==> config.mk <==
export PLATFORM = sky130hd
export DESIGN_NAME = axil_cmd_master
export DESIGN_NICKNAME = d
export VERILOG_FILES = /design/src/rtl/axil_cmd_master.sv
export SDC_FILE = /design/constraint.sdc
export NUM_CORES = 1
export LEC_CHECK = 0
export CAP_MARGIN = 25
export CORE_AREA = 2 2 217 219
export DETAILED_ROUTE_END_ITERATION = 7
export DIE_AREA = 0 0 219 221
export PLACE_DENSITY_LB_ADDON = 0.08
export REMOVE_ABC_BUFFERS = 1
export SKIP_CTS_REPAIR_TIMING = 1
export SLEW_MARGIN = 20
export SYNTH_ARGS = -nofsm -noshare
export SYNTH_HDL_FRONTEND = slang
export SYNTH_SLANG_ARGS = --single-unit
==> constraint.sdc <==
create_clock -name aclk -period 25.5 [get_ports aclk]
set_input_delay 2.55 -clock aclk [delete_from_list [all_inputs] [get_ports aclk]]
set_output_delay 2.55 -clock aclk [all_outputs]
set_load 0.1 [all_outputs]
==> src/rtl/axil_cmd_master.sv <==
// AXI4-Lite master that turns write/read/poll commands into single bus transactions
// and returns one response per command. Only one command is in flight at a time.
module axil_cmd_master #(
    parameter int AXIL_ADDR_BITS = 64,
    parameter int AXIL_DATA_BITS = 64,
    parameter int MAX_POLL       = 256,
    parameter int POLL_GAP       = 16,
    localparam int STRB_BITS     = AXIL_DATA_BITS / 8,
    localparam int PW            = $clog2(MAX_POLL + 1)
) (
    input  logic                      aclk,
    input  logic                      areset,
    input  logic                      cmd_valid,
    output logic                      cmd_ready,
    input  logic [1:0]                cmd_op,
    input  logic [AXIL_ADDR_BITS-1:0] cmd_addr,
    input  logic [AXIL_DATA_BITS-1:0] cmd_data,
    input  logic [STRB_BITS-1:0]      cmd_strb,
    input  logic [AXIL_DATA_BITS-1:0] cmd_mask,
    output logic                      m_axil_awvalid,
    input  logic                      m_axil_awready,
    output logic [AXIL_ADDR_BITS-1:0] m_axil_awaddr,
    output logic                      m_axil_wvalid,
    input  logic                      m_axil_wready,
    output logic [AXIL_DATA_BITS-1:0] m_axil_wdata,
    output logic [STRB_BITS-1:0]      m_axil_wstrb,
    input  logic                      m_axil_bvalid,
    output logic                      m_axil_bready,
    input  logic [1:0]                m_axil_bresp,
    output logic                      m_axil_arvalid,
    input  logic                      m_axil_arready,
    output logic [AXIL_ADDR_BITS-1:0] m_axil_araddr,
    input  logic                      m_axil_rvalid,
    output logic                      m_axil_rready,
    input  logic [AXIL_DATA_BITS-1:0] m_axil_rdata,
    input  logic [1:0]                m_axil_rresp,
    output logic                      rsp_valid,
    input  logic                      rsp_ready,
    output logic [AXIL_DATA_BITS-1:0] rsp_data,
    output logic [1:0]                rsp_resp,
    output logic                      rsp_timeout,
    output logic [PW-1:0]             rsp_polls
);

    localparam int GW       = (POLL_GAP > 1) ? $clog2(POLL_GAP) : 1;
    localparam int GAP_LAST = (POLL_GAP > 0) ? POLL_GAP - 1 : 0;

    localparam logic [1:0] OP_WR  = 2'b00;
    localparam logic [1:0] OP_RD  = 2'b01;
    localparam logic [1:0] OP_RSV = 2'b11;

    typedef enum logic [2:0] {IDLE, WR, WR_RESP, RD_ADDR, RD_DATA, GAP, RSP} state_t;

    state_t                    state_q, state_d;
    logic [1:0]                op_q, op_d;
    logic [AXIL_ADDR_BITS-1:0] addr_q, addr_d;
    logic [AXIL_DATA_BITS-1:0] data_q, data_d;
    logic [STRB_BITS-1:0]      strb_q, strb_d;
    logic [AXIL_DATA_BITS-1:0] mask_q, mask_d;
    logic                      awvalid_q, awvalid_d;
    logic                      wvalid_q, wvalid_d;
    logic [PW-1:0]             poll_cnt_q, poll_cnt_d;
    logic [GW-1:0]             gap_cnt_q, gap_cnt_d;
    logic [AXIL_DATA_BITS-1:0] rdata_q, rdata_d;
    logic [1:0]                resp_q, resp_d;
    logic                      timeout_q, timeout_d;
    logic                      match;

    assign match = ((m_axil_rdata ^ data_q) & mask_q) == '0;

    always_comb begin
        state_d    = state_q;
        op_d       = op_q;
        addr_d     = addr_q;
        data_d     = data_q;
        strb_d     = strb_q;
        mask_d     = mask_q;
        awvalid_d  = awvalid_q;
        wvalid_d   = wvalid_q;
        poll_cnt_d = poll_cnt_q;
        gap_cnt_d  = gap_cnt_q;
        rdata_d    = rdata_q;
        resp_d     = resp_q;
        timeout_d  = timeout_q;
        case (state_q)
            IDLE: begin
                if (cmd_valid) begin
                    op_d       = cmd_op;
                    addr_d     = cmd_addr;
                    data_d     = cmd_data;
                    strb_d     = cmd_strb;
                    mask_d     = cmd_mask;
                    poll_cnt_d = '0;
                    rdata_d    = '0;
                    resp_d     = 2'b00;
                    timeout_d  = 1'b0;
                    if (cmd_op == OP_WR) begin
                        awvalid_d = 1'b1;
                        wvalid_d  = 1'b1;
                        state_d   = WR;
                    end else if (cmd_op == OP_RSV) begin
                        resp_d  = 2'b10;
                        state_d = RSP;
                    end else begin
                        state_d = RD_ADDR;
                    end
                end
            end
            WR: begin
                if (m_axil_awready) awvalid_d = 1'b0;
                if (m_axil_wready)  wvalid_d  = 1'b0;
                // Each channel is retired on its own; move on once neither is outstanding.
                if ((!awvalid_q || m_axil_awready) && (!wvalid_q || m_axil_wready))
                    state_d = WR_RESP;
            end
            WR_RESP: begin
                if (m_axil_bvalid) begin
                    resp_d  = m_axil_bresp;
                    state_d = RSP;
                end
            end
            RD_ADDR: begin
                if (m_axil_arready) begin
                    poll_cnt_d = poll_cnt_q + PW'(1);
                    state_d    = RD_DATA;
                end
            end
            RD_DATA: begin
                if (m_axil_rvalid) begin
                    rdata_d = m_axil_rdata;
                    resp_d  = m_axil_rresp;
                    if (op_q == OP_RD || match || m_axil_rresp != 2'b00) begin
                        state_d = RSP;
                    end else if (poll_cnt_q == PW'(MAX_POLL)) begin
                        timeout_d = 1'b1;
                        state_d   = RSP;
                    end else if (POLL_GAP == 0) begin
                        state_d = RD_ADDR;
                    end else begin
                        gap_cnt_d = '0;
                        state_d   = GAP;
                    end
                end
            end
            GAP: begin
                if (gap_cnt_q == GW'(GAP_LAST)) state_d = RD_ADDR;
                else                            gap_cnt_d = gap_cnt_q + GW'(1);
            end
            RSP: begin
                if (rsp_ready) state_d = IDLE;
            end
            default: state_d = IDLE;
        endcase
    end

    always_ff @(posedge aclk or posedge areset) begin
        if (areset) begin
            state_q    <= IDLE;
            op_q       <= 2'b00;
            addr_q     <= '0;
            data_q     <= '0;
            strb_q     <= '0;
            mask_q     <= '0;
            awvalid_q  <= 1'b0;
            wvalid_q   <= 1'b0;
            poll_cnt_q <= '0;
            gap_cnt_q  <= '0;
            rdata_q    <= '0;
            resp_q     <= 2'b00;
            timeout_q  <= 1'b0;
        end else begin
            state_q    <= state_d;
            op_q       <= op_d;
            addr_q     <= addr_d;
            data_q     <= data_d;
            strb_q     <= strb_d;
            mask_q     <= mask_d;
            awvalid_q  <= awvalid_d;
            wvalid_q   <= wvalid_d;
            poll_cnt_q <= poll_cnt_d;
            gap_cnt_q  <= gap_cnt_d;
            rdata_q    <= rdata_d;
            resp_q     <= resp_d;
            timeout_q  <= timeout_d;
        end
    end

    // All handshake outputs decode registered state only, never a ready input.
    assign cmd_ready      = (state_q == IDLE) && !areset;
    assign m_axil_awvalid = awvalid_q;
    assign m_axil_wvalid  = wvalid_q;
    assign m_axil_awaddr  = addr_q;
    assign m_axil_wdata   = data_q;
    assign m_axil_wstrb   = strb_q;
    assign m_axil_bready  = (state_q == WR_RESP);
    assign m_axil_arvalid = (state_q == RD_ADDR);
    assign m_axil_araddr  = addr_q;
    assign m_axil_rready  = (state_q == RD_DATA);
    assign rsp_valid      = (state_q == RSP);
    assign rsp_data       = rdata_q;
    assign rsp_resp       = resp_q;
    assign rsp_timeout    = timeout_q;
    assign rsp_polls      = poll_cnt_q;

endmodule

Word-level counts from Yosys, hierarchy flattened. Cells that the tools add are included.

Bits in registers: 287. Input port bits: 279. Output and inout port bits: 283. Word-level logic and storage cells: 108.

Add/sub/neg operators: 2. Equality and inequality tests: 24. Muxes and demuxes: 40. Bitwise gates (word level): 2. Reductions and logical operators: 27.

Operators with widths (number): $mux 64 (2); $pmux 64 s2 (1); $and 64x64->64 (1); $logic_not 64->1 (1); $xor 64x64->64 (1); $mux 3 (9); $ne 2x2->1 const B (11); $pmux 3 s7 (1); $mux 9 (2); $pmux 9 s2 (1); $mux 4 (4); $mux 2 (7); $reduce_and 4->1 (3); $reduce_and 5->1 (2); $reduce_bool 2->1 (5); $add 9x1->9 const B (1); $eq 3x3->1 const B (3); $eq 9x9->1 const B (1); $mux 1 (8); $pmux 4 s2 (1); $reduce_and 7->1 (1); $eq 3x2->1 const B (2); $ne 2x1->1 const B (3); $pmux 1 s2 (3); 14 further kinds (21).

Logic depth before layout (Yosys ltp). Gate-level depths: netlist of run 1.

Depth after elaboration: 8. Mapped depth: 9. Gate-level depth less buffers: 7.

Worst setup path before layout of run 1. Ideal clock, no wire load.

Path kind: input port to output port. Start point: in areset. End point: out cmd_ready. Data arrival time: 5.368 ns. Data required time: 22.950 ns. Slack: 17.582 ns. Stages: 1. Buffers on the path: 0. Path through: nor4_1.

Cells in the longest elaborated chain, start to end: 2.

RTL lines: start, declared (line 12) `input logic areset,`; $logic_not 1->1 (line 189) `assign cmd_ready = (state_q == IDLE) && !areset;`; $logic_and 1x1->1 (line 189); end, declared (line 14) `output logic cmd_ready,`.

Every way passes these cells.

Worst setup path in the final report of run 1. Same ends and word-level chain as after synthesis.

==> results of run 1 <==
-- cell type report --
cell class                 count  area (µm²)
fill                        4662       26300
sequential                   287        7180
timing repair buffer         581        6040
multi-input combinational   1008        4610
clock buffer                  51        1060
tap                          607         759
clock inverter                12        70.1
inverter                      12        52.6
antenna                        6        15.0
-- worst max-delay path by stage --
stage / end / slack, ns / cells after the start
after detailed placement: cmd_ready / 18.48 / 3
after CTS: cmd_ready / 18.47 / 3
after floorplan: rsp_data[0] / 14.03 / 4
after global placement: cmd_ready / 18.44 / 3
final: cmd_ready / 18.48 / 3
after global routing: cmd_ready / 18.37 / 3
-- cells in the mapped netlist (all sizes together) (2+ instances only) --
cell type,count
nand2,744
dfrtp,287
buf,91
o21ai,73
xor2,70
clkbuf,44
a22oi,33
nor2,20
a21oi,13
nand4,13
inv,12
nor3,7
nor4,4
and2,3
ha,3
a221oi,2
a31oi,2
and3,2
mux2,2
nand3,2
o22ai,2
or3,2
-- per-stage QoR --
stage	std cells	setup WS, ns	utilization	hold slack, ns	area [µm²]
finish	2564	18.48	0.430	0.470	19800
global route	2561	18.37	0.429	0.497	19800
CTS	2558	18.47	0.429	0.476	19800
detailed placement	2495	18.48	0.405	0.462	18600
global placement	2482	18.44	0.397	0.453	18300
floorplan	1307	14.03	-	0.440	11800
-- kinds of logic (layout without fill, tap and decap cells) --
kind of cell | count (synthesis) | after routing | share of synthesized area
compound gates | 130 | 130 | 0.0617
mux | 3 | 3 | 0.00258
buf+inv | 147 | 656 | 0.0656
other cells | 0 | 6 | 0
xor+xnor | 71 | 71 | 0.0494
flops | 287 | 287 | 0.570
fa+ha+maj | 3 | 3 | 0.00298
simple gates | 801 | 801 | 0.248
-- worst max-delay path: cells and delay by family --
family	cells	cell delay, ns
AND/OR/NAND/NOR	1	0.22
buffers and inverters	2	1.69
-- flip-flops by register name, indices dropped and copies added, names as in the netlist --
register and flops:
gap_cnt_q 4, m_axil_araddr 64, m_axil_awvalid 1, m_axil_wdata 64
m_axil_wstrb 8, m_axil_wvalid 1, mask_q 64, op_q 2
rsp_data 64, rsp_polls 9, rsp_resp 2, rsp_timeout 1
state_q 3
-- layer usage --
metal | track usage | wire (µm)
met1 | 0.234 | 19300
met2 | 0.349 | 24600
met3 | 0.0525 | 3510
met4 | 0.0599 | 1070
met5 | 0 | 26
==> results.rst, run 1 <==
.. list-table::
   :header-rows: 1

   * - Metric
     - Value
   * - Synthesized netlist cell count
     - 1442
   * - Worst setup path start
     - areset
   * - Count of H-tree levels built during CTS
     - 2
   * - Final wirelength
     - 48500 µm
   * - Min-Delay Startpoint
     - mask_q[13]
   * - Endpoint kind of the worst setup timing path
     - output pin
   * - IO Port Bufs
     - 561
   * - Part of the Yosys area used for sequential elements
     - 0.570
   * - Final critical delay including setup and external delays
     - 7.02 ns
   * - TritonCTS buffer count
     - 36
   * - Routed vias/inst
     - 4.34
   * - CP max stage delay
     - 1.18 ns
   * - Residual DRC
     - 0
   * - First-pass GRT wire length
     - 72400 µm
   * - CTS sink cnt
     - 287
   * - TNS Setup
     - 0 ns
   * - Routed length per instance
     - 18.9 µm
   * - EDFF count, synth
     - 0
   * - Share of the clock period used by the worst path
     - 0.275
   * - GRT Total Usage
     - 0.198
   * - Unique masters post-synth
     - 42
   * - First-pass iteration count of the detailed router
     - 5
   * - Largest net degree at the start of global routing
     - 175
   * - Final count of pins violating max slew
     - 0
   * - Start-to-end type of the worst setup path
     - primary input to output pin
   * - Highest-count cells in the layout ignoring fill and taps
     - nand2_1 (743), clkdlybuf4s50_1 (561), dfrtp_1 (287), xor2_1 (70), o21ai_0 (62)
   * - Final setup violation count
     - 0
   * - Avg Synthesized Cell Area
     - 8.74 µm²
   * - Most frequent standard cell in the layout excluding fill and tap cells
     - nand2_1
   * - Cell chain of the critical path
     - clkdlybuf4s50_1 -> nor4_1 -> clkdlybuf4s50_1
   * - Most Frequent Cell on Critical Path
     - clkdlybuf4s50_1
   * - Total via count after detailed routing
     - 11135
   * - CP required
     - 22.95 ns
   * - Number of ports placed on the die boundary
     - 562
   * - Vias in the first global route
     - 11397
   * - Arrival time of data at the critical path endpoint
     - 4.47 ns
   * - Worst R2R End
     - rsp_data[47]
   * - TritonCTS clock tree
     - built
   * - Origin of the critical flop-to-flop path
     - state_q[2]
   * - Type of origin of the critical path
     - primary input
   * - Number of cells on the worst reg-to-reg path
     - 8
   * - Number of register bits inferred by synthesis
     - 287
   * - Root buf cell
     - clkbuf_16
   * - Slack of the worst reg-to-reg path
     - 22.35 ns
   * - Maxcap violations
     - 0
   * - Fraction of layout instances using a drive strength above 1
     - 0.0461
   * - Final-report hold violation count
     - 0
   * - Endpoint of the worst hold path
     - mask_q[13]
   * - Clk buf depth
     - 3
   * - Worst rel slew slack
     - 0.271
   * - Antenna Nets Post-Route
     - 0
   * - Initial standard-cell utilization of the core
     - 0.274
   * - Largest fanout on the critical path
     - 2
   * - Synthesis-to-finish area growth
     - 57.1%
   * - Setup clock skew after layout
     - 0.0215 ns
   * - Outcome
     - finished, final reports clean
   * - Number of warnings printed during yosys synthesis
     - 0
   * - Total Die Area
     - 48400 µm²
   * - Final net count
     - 2208
   * - Starting DRC count in detailed routing
     - 580
   * - Async set-reset flop share out of synthesis
     - 1.00
   * - Biggest area consumer among synthesized cells
     - dfrtp_1
   * - Die height
     - 221 µm
   * - Chip width
     - 219 µm
   * - HPWL after DPL
     - 34800 µm
   * - Number of instances on the worst hold path
     - 2
   * - Total overflow reported by the global router
     - 0
   * - Most instantiated flip-flop cell in the synthesis netlist
     - dfrtp_1
   * - Weighted congestion reported at the end of routability-driven placement
     - 0.778
   * - Post-synth design cell area
     - 12600 µm²
   * - F_max
     - 143 MHz
   * - Worst skew pair latency
     - 0.55 ns
   * - RSZ-0062 raised after global routing
     - no
   * - Area share of the largest cell type after synthesis
     - 0.570
   * - Hold Path Class
     - register to register
   * - Slowest stage cell on the critical path
     - clkdlybuf4s50_1
   * - Clock transition time at the flip-flop clock pins of the worst setup and hold paths
     - 0.05 ns
   * - Number of antenna violations at the first check in global routing
     - 6
   * - Area of the placeable core
     - 46100 µm²
   * - Slew at the pin closest to its max-slew limit
     - 1.09 ns
   * - Standard-cell row count
     - 79
   * - Largest cells by area after synthesis
     - dfrtp_1 (57%), nand2_1 (22%), xor2_1 (4.9%), buf_4 (3.9%), o21ai_0 (2.5%)
Power of run 1 is left out: the tool's default activity adds up to more than one toggle a clock period on the data nets, which glitch-free logic cannot reach.
==> inputs of run 2 (changes only) <==
==> constraint.sdc (replaced) <==
create_clock -name aclk -period 5.7 [get_ports aclk]
set_input_delay 0.57 -clock aclk [delete_from_list [all_inputs] [get_ports aclk]]
set_output_delay 0.57 -clock aclk [all_outputs]
set_load 0.1 [all_outputs]
==> results.rst, run 2 (synthesis results as in run 1) <==
.. list-table::
   :header-rows: 1

   * - Metric
     - Value
   * - First-pass GRT wire length
     - 72700 µm
   * - Area of all placed cells without fillers
     - 20000 µm²
   * - Count of H-tree levels built during CTS
     - 2
   * - GRT Total Usage
     - 0.199
   * - Final count of pins violating max slew
     - 0
   * - HPWL after DPL
     - 34700 µm
   * - Instance area at placement
     - 18600 µm²
   * - Area of the placeable core
     - 46100 µm²
   * - Number of filler instances in the final layout
     - 4623
   * - Share of the clock period used by the worst path
     - 0.610
   * - Endpoint of the worst hold path
     - mask_q[56]
   * - Worst rel slew slack
     - 0.171
   * - F_max
     - 288 MHz
   * - Min-Delay Startpoint
     - mask_q[56]
   * - Setup clock skew after layout
     - 0.00808 ns
   * - Slowest stage cell on the critical path
     - clkdlybuf4s50_1
   * - RSZ-0062 raised after global routing
     - no
   * - Hold Path Class
     - register to register
   * - Routed vias/inst
     - 4.37
   * - Slack of the worst reg-to-reg path
     - 2.87 ns
   * - Antenna Nets Post-Route
     - 0
   * - Root buf cell
     - clkbuf_16
   * - Number of antenna violations at the first check in global routing
     - 8
   * - Number of cells on the worst reg-to-reg path
     - 7
   * - CTS sink cnt
     - 287
   * - Final critical delay including setup and external delays
     - 3.48 ns
   * - Fraction of layout instances using a drive strength above 1
     - 0.0496
   * - Routed length per instance
     - 18.9 µm
   * - Largest net degree at the start of global routing
     - 213
   * - Most frequent standard cell in the layout excluding fill and tap cells
     - nand2_1
   * - Die height
     - 221 µm
   * - Final wirelength
     - 48600 µm
   * - Endpoint kind of the worst setup timing path
     - output pin
   * - Number of ports placed on the die boundary
     - 562
   * - Number of instances on the worst hold path
     - 2
   * - TritonCTS buffer count
     - 38
   * - Maxcap violations
     - 0
   * - Total overflow reported by the global router
     - 0
   * - Outcome
     - finished, final reports clean
   * - Largest fanout on the critical path
     - 11
   * - Final setup violation count
     - 0
   * - Worst R2R End
     - gap_cnt_q[1]
   * - Chip width
     - 219 µm
   * - Total Die Area
     - 48400 µm²
   * - Starting DRC count in detailed routing
     - 540
   * - Cell chain of the critical path
     - inv_2 -> nor3_1 -> clkdlybuf4s50_1
   * - Highest-count cells in the layout ignoring fill and taps
     - nand2_1 (743), clkdlybuf4s50_1 (561), dfrtp_1 (287), xor2_1 (70), o21ai_0 (62)
   * - Clock transition time at the flip-flop clock pins of the worst setup and hold paths
     - 0.05 ns
   * - Residual DRC
     - 0
   * - Worst skew pair latency
     - 0.54 ns
   * - Weighted congestion reported at the end of routability-driven placement
     - 0.807
   * - CP required
     - 5.13 ns
   * - Vias in the first global route
     - 11632
   * - IO Port Bufs
     - 561
   * - Final net count
     - 2211
   * - First-pass iteration count of the detailed router
     - 4
   * - Initial standard-cell utilization of the core
     - 0.274
   * - Arrival time of data at the critical path endpoint
     - 2.91 ns
   * - CP max stage delay
     - 1.23 ns
   * - Standard-cell row count
     - 79
   * - TritonCTS clock tree
     - built
   * - TNS Setup
     - 0 ns
   * - Origin of the critical flop-to-flop path
     - state_q[2]
   * - Final-report hold violation count
     - 0
   * - Start-to-end type of the worst setup path
     - register to output pin
   * - Clk buf depth
     - 3
   * - Synthesis-to-finish area growth
     - 58.7%
   * - Total via count after detailed routing
     - 11227
   * - Type of origin of the critical path
     - register
   * - Slew at the pin closest to its max-slew limit
     - 1.24 ns
[run 2: layout make-up]
class | instances | area (µm²) | area share
sequential | 287 | 7180 | 0.359
timing repair buffer | 582 | 6070 | 0.304
multi-input combinational | 1008 | 4610 | 0.231
clock buffer | 59 | 1230 | 0.0617
tap | 607 | 759 | 0.0380
clock inverter | 8 | 67.6 | 0.00338
inverter | 12 | 52.6 | 0.00263
antenna | 7 | 17.5 | 0.000876
[run 2: worst max-delay path by stage]
stage | slack, ns | endpoint | startpoint | depth (start not counted)
2_1_floorplan | -4.00 | rsp_data[0] | state_q[0] | 5
6_report | 2.22 | m_axil_bready | state_q[1] | 3
5_1_grt | 2.05 | m_axil_bready | state_q[1] | 3
4_1_cts | 2.19 | m_axil_bready | state_q[1] | 3
3_3_place_gp | 2.48 | gap_cnt_q[1] | m_axil_rdata[31] | 8
3_5_place_dp | 2.46 | gap_cnt_q[1] | m_axil_rdata[31] | 8
[run 2: routing by layer]
layer / share of wire / wire [µm] / global-route usage
met3: 0.065 / 3170 / 0.0488
met4: 0.021 / 1010 / 0.0602
met2: 0.50 / 24500 / 0.346
met5: 0.00088 / 43 / 0
met1: 0.41 / 19900 / 0.240
[run 2: critical path, delay by kind of cell (launching register included)]
family        cells  cell delay, ns
buf+inv           2            1.36
flops             1            0.56
simple gates      1            0.45
[run 2: through the flow]
stage                     hold WS (ns)  utilization  setup WS [ns]  std cells
after CTS                        0.477        0.433           2.19       2562
after global routing             0.492        0.434           2.05       2568
after floorplan                  0.440            -          -4.00       1307
after global placement           0.455        0.398           2.48       2483
after detailed placement         0.463        0.405           2.46       2495
final                            0.471        0.434           2.22       2570
Power of run 2 is left out for the same reason.
==> inputs of run 3 (changes only) <==
==> constraint.sdc (replaced) <==
create_clock -name aclk -period 2.8 [get_ports aclk]
set_input_delay 0.28 -clock aclk [delete_from_list [all_inputs] [get_ports aclk]]
set_output_delay 0.28 -clock aclk [all_outputs]
set_load 0.1 [all_outputs]
==> results.rst, run 3 (synthesis results as in run 1) <==
.. list-table::
   :header-rows: 1

   * - Metric
     - Value
   * - TritonCTS buffer count
     - 36
   * - Non-filler cells, final
     - 2569
   * - Final wirelength
     - 48100 µm
   * - Final critical delay including setup and external delays
     - 2.47 ns
   * - Type of origin of the critical path
     - register
   * - Final-report hold violation count
     - 0
   * - Outcome
     - finished, final reports clean
   * - Start-to-end type of the worst setup path
     - register to output pin
   * - Count of H-tree levels built during CTS
     - 2
   * - CP required
     - 2.52 ns
   * - Root buf cell
     - clkbuf_16
   * - Final count of pins violating max slew
     - 0
   * - Initial standard-cell utilization of the core
     - 0.274
   * - Arrival time of data at the critical path endpoint
     - 2.19 ns
   * - Setup clock skew after layout
     - 0.0191 ns
   * - Starting DRC count in detailed routing
     - 615
   * - Clk buf depth
     - 3
   * - Standard-cell row count
     - 79
   * - Final setup violation count
     - 0
   * - TritonCTS clock tree
     - built
   * - Fraction of layout instances using a drive strength above 1
     - 0.193
   * - F_max
     - 405 MHz
   * - Residual DRC
     - 0
   * - Slew at the pin closest to its max-slew limit
     - 0.606 ns
   * - Largest fanout on the critical path
     - 42
   * - Vias in the first global route
     - 11325
   * - Routed vias/inst
     - 4.33
   * - HPWL after DPL
     - 35400 µm
   * - Routed length per instance
     - 18.7 µm
   * - Largest net degree at the start of global routing
     - 112
   * - Highest-count cells in the layout ignoring fill and taps
     - nand2_1 (743), buf_4 (297), dfrtp_1 (287), clkdlybuf4s50_1 (278), xor2_1 (70)
   * - Maxcap violations
     - 0
   * - Area of all placed cells without fillers
     - 19100 µm²
   * - Hold Slack
     - 0.246 ns
   * - Total via count after detailed routing
     - 11129
   * - GRT Total Usage
     - 0.196
   * - First-pass GRT wire length
     - 71600 µm
   * - First-pass iteration count of the detailed router
     - 4
   * - Worst skew pair latency
     - 0.54 ns
   * - Area of the placeable core
     - 46100 µm²
   * - Most frequent standard cell in the layout excluding fill and tap cells
     - nand2_1
   * - Antenna Nets Post-Route
     - 0
   * - Die height
     - 221 µm
   * - Instance area at placement
     - 17800 µm²
   * - Endpoint kind of the worst setup timing path
     - output pin
   * - Multi-input gate area
     - 4610 µm²
   * - CTS sink cnt
     - 287
   * - Number of ports placed on the die boundary
     - 562
   * - RSZ-0062 raised after global routing
     - no
   * - IO Port Bufs
     - 561
   * - TNS Setup
     - 0 ns
   * - Share of the clock period used by the worst path
     - 0.881
   * - Placed cells
     - 2500
   * - Synthesis-to-finish area growth
     - 51.4%
   * - Final net count
     - 2213
   * - Total overflow reported by the global router
     - 0
   * - Hold Path Class
     - primary input to async pin
   * - Weighted congestion reported at the end of routability-driven placement
     - 0.777
   * - Sequential cell area
     - 7180 µm²
   * - Clock transition time at the flip-flop clock pins of the worst setup and hold paths
     - 0.05 ns
   * - Number of antenna violations at the first check in global routing
     - 7
   * - Number of filler instances in the final layout
     - 4716
   * - Worst rel slew slack
     - 0.596
   * - Total Die Area
     - 48400 µm²
   * - Chip width
     - 219 µm
[run 3: changes by cell type in the layout (fill, tap and decap cells not counted), sizes merged]
| cell | before | now |
|---|---|---|
| clkbuf | 59 | 54 |
| clkinvlp | 1 | 0 |
| clkinv | 6 | 7 |
| inv | 12 | 14 |
| diode | 7 | 3 |
| clkdlybuf4s50 | 561 | 278 |
| bufinv | 1 | 3 |
| buf | 21 | 308 |
[run 3: path summary, 6_finish.rpt]
kind | end | slack (ns) | depth (start not counted) | startpoint
max in group asynchronous | m_axil_wdata[27] | 1.75 | 3 | areset
hold reg to reg | mask_q[14] | 0.47 | 2 | mask_q[14]
hold / removal | m_axil_wvalid | 0.25 | 2 | areset
setup reg to reg | gap_cnt_q[1] | 0.45 | 7 | m_axil_wdata[42]
min in group aclk | m_axil_araddr[63] | 0.26 | 3 | cmd_addr[63]
setup / recovery | m_axil_rready | 0.33 | 4 | state_q[2]
[run 3: layout make-up]
cell class | instances | area share
Antenna cell | 3 | 0.000394
Timing Repair Buffer | 586 | 0.274
Inverter | 12 | 0.00276
Multi-Input combinational cell | 1008 | 0.242
Sequential cell | 287 | 0.377
Clock inverter | 12 | 0.00768
Tap cell | 607 | 0.0398
Clock buffer | 54 | 0.0566
[run 3: per-stage QoR]
step,util,worst slack [ns]
after detailed placement,0.387,0.0540
final,0.414,0.334
after global placement,0.387,0.104
after CTS,0.414,0.310
after global routing,0.414,0.231
after floorplan,-,-6.90
[run 3: per-layer routing]
metal,up-vias,global-route usage,part of all wire
li1,5462,-,-
met1,5234,0.234,0.40
met2,357,0.343,0.50
met3,66,0.0504,0.072
met4,10,0.0597,0.024
met5,-,0,0.0013
[run 3: worst max-delay path, cell delays in order (launching register included)]
cell and delay (ns):
dfrtp_1 0.59, inv_1 0.20, nor3_4 0.31, buf_12 0.28, buf_12 0.22
Power of run 3 is left out for the same reason.
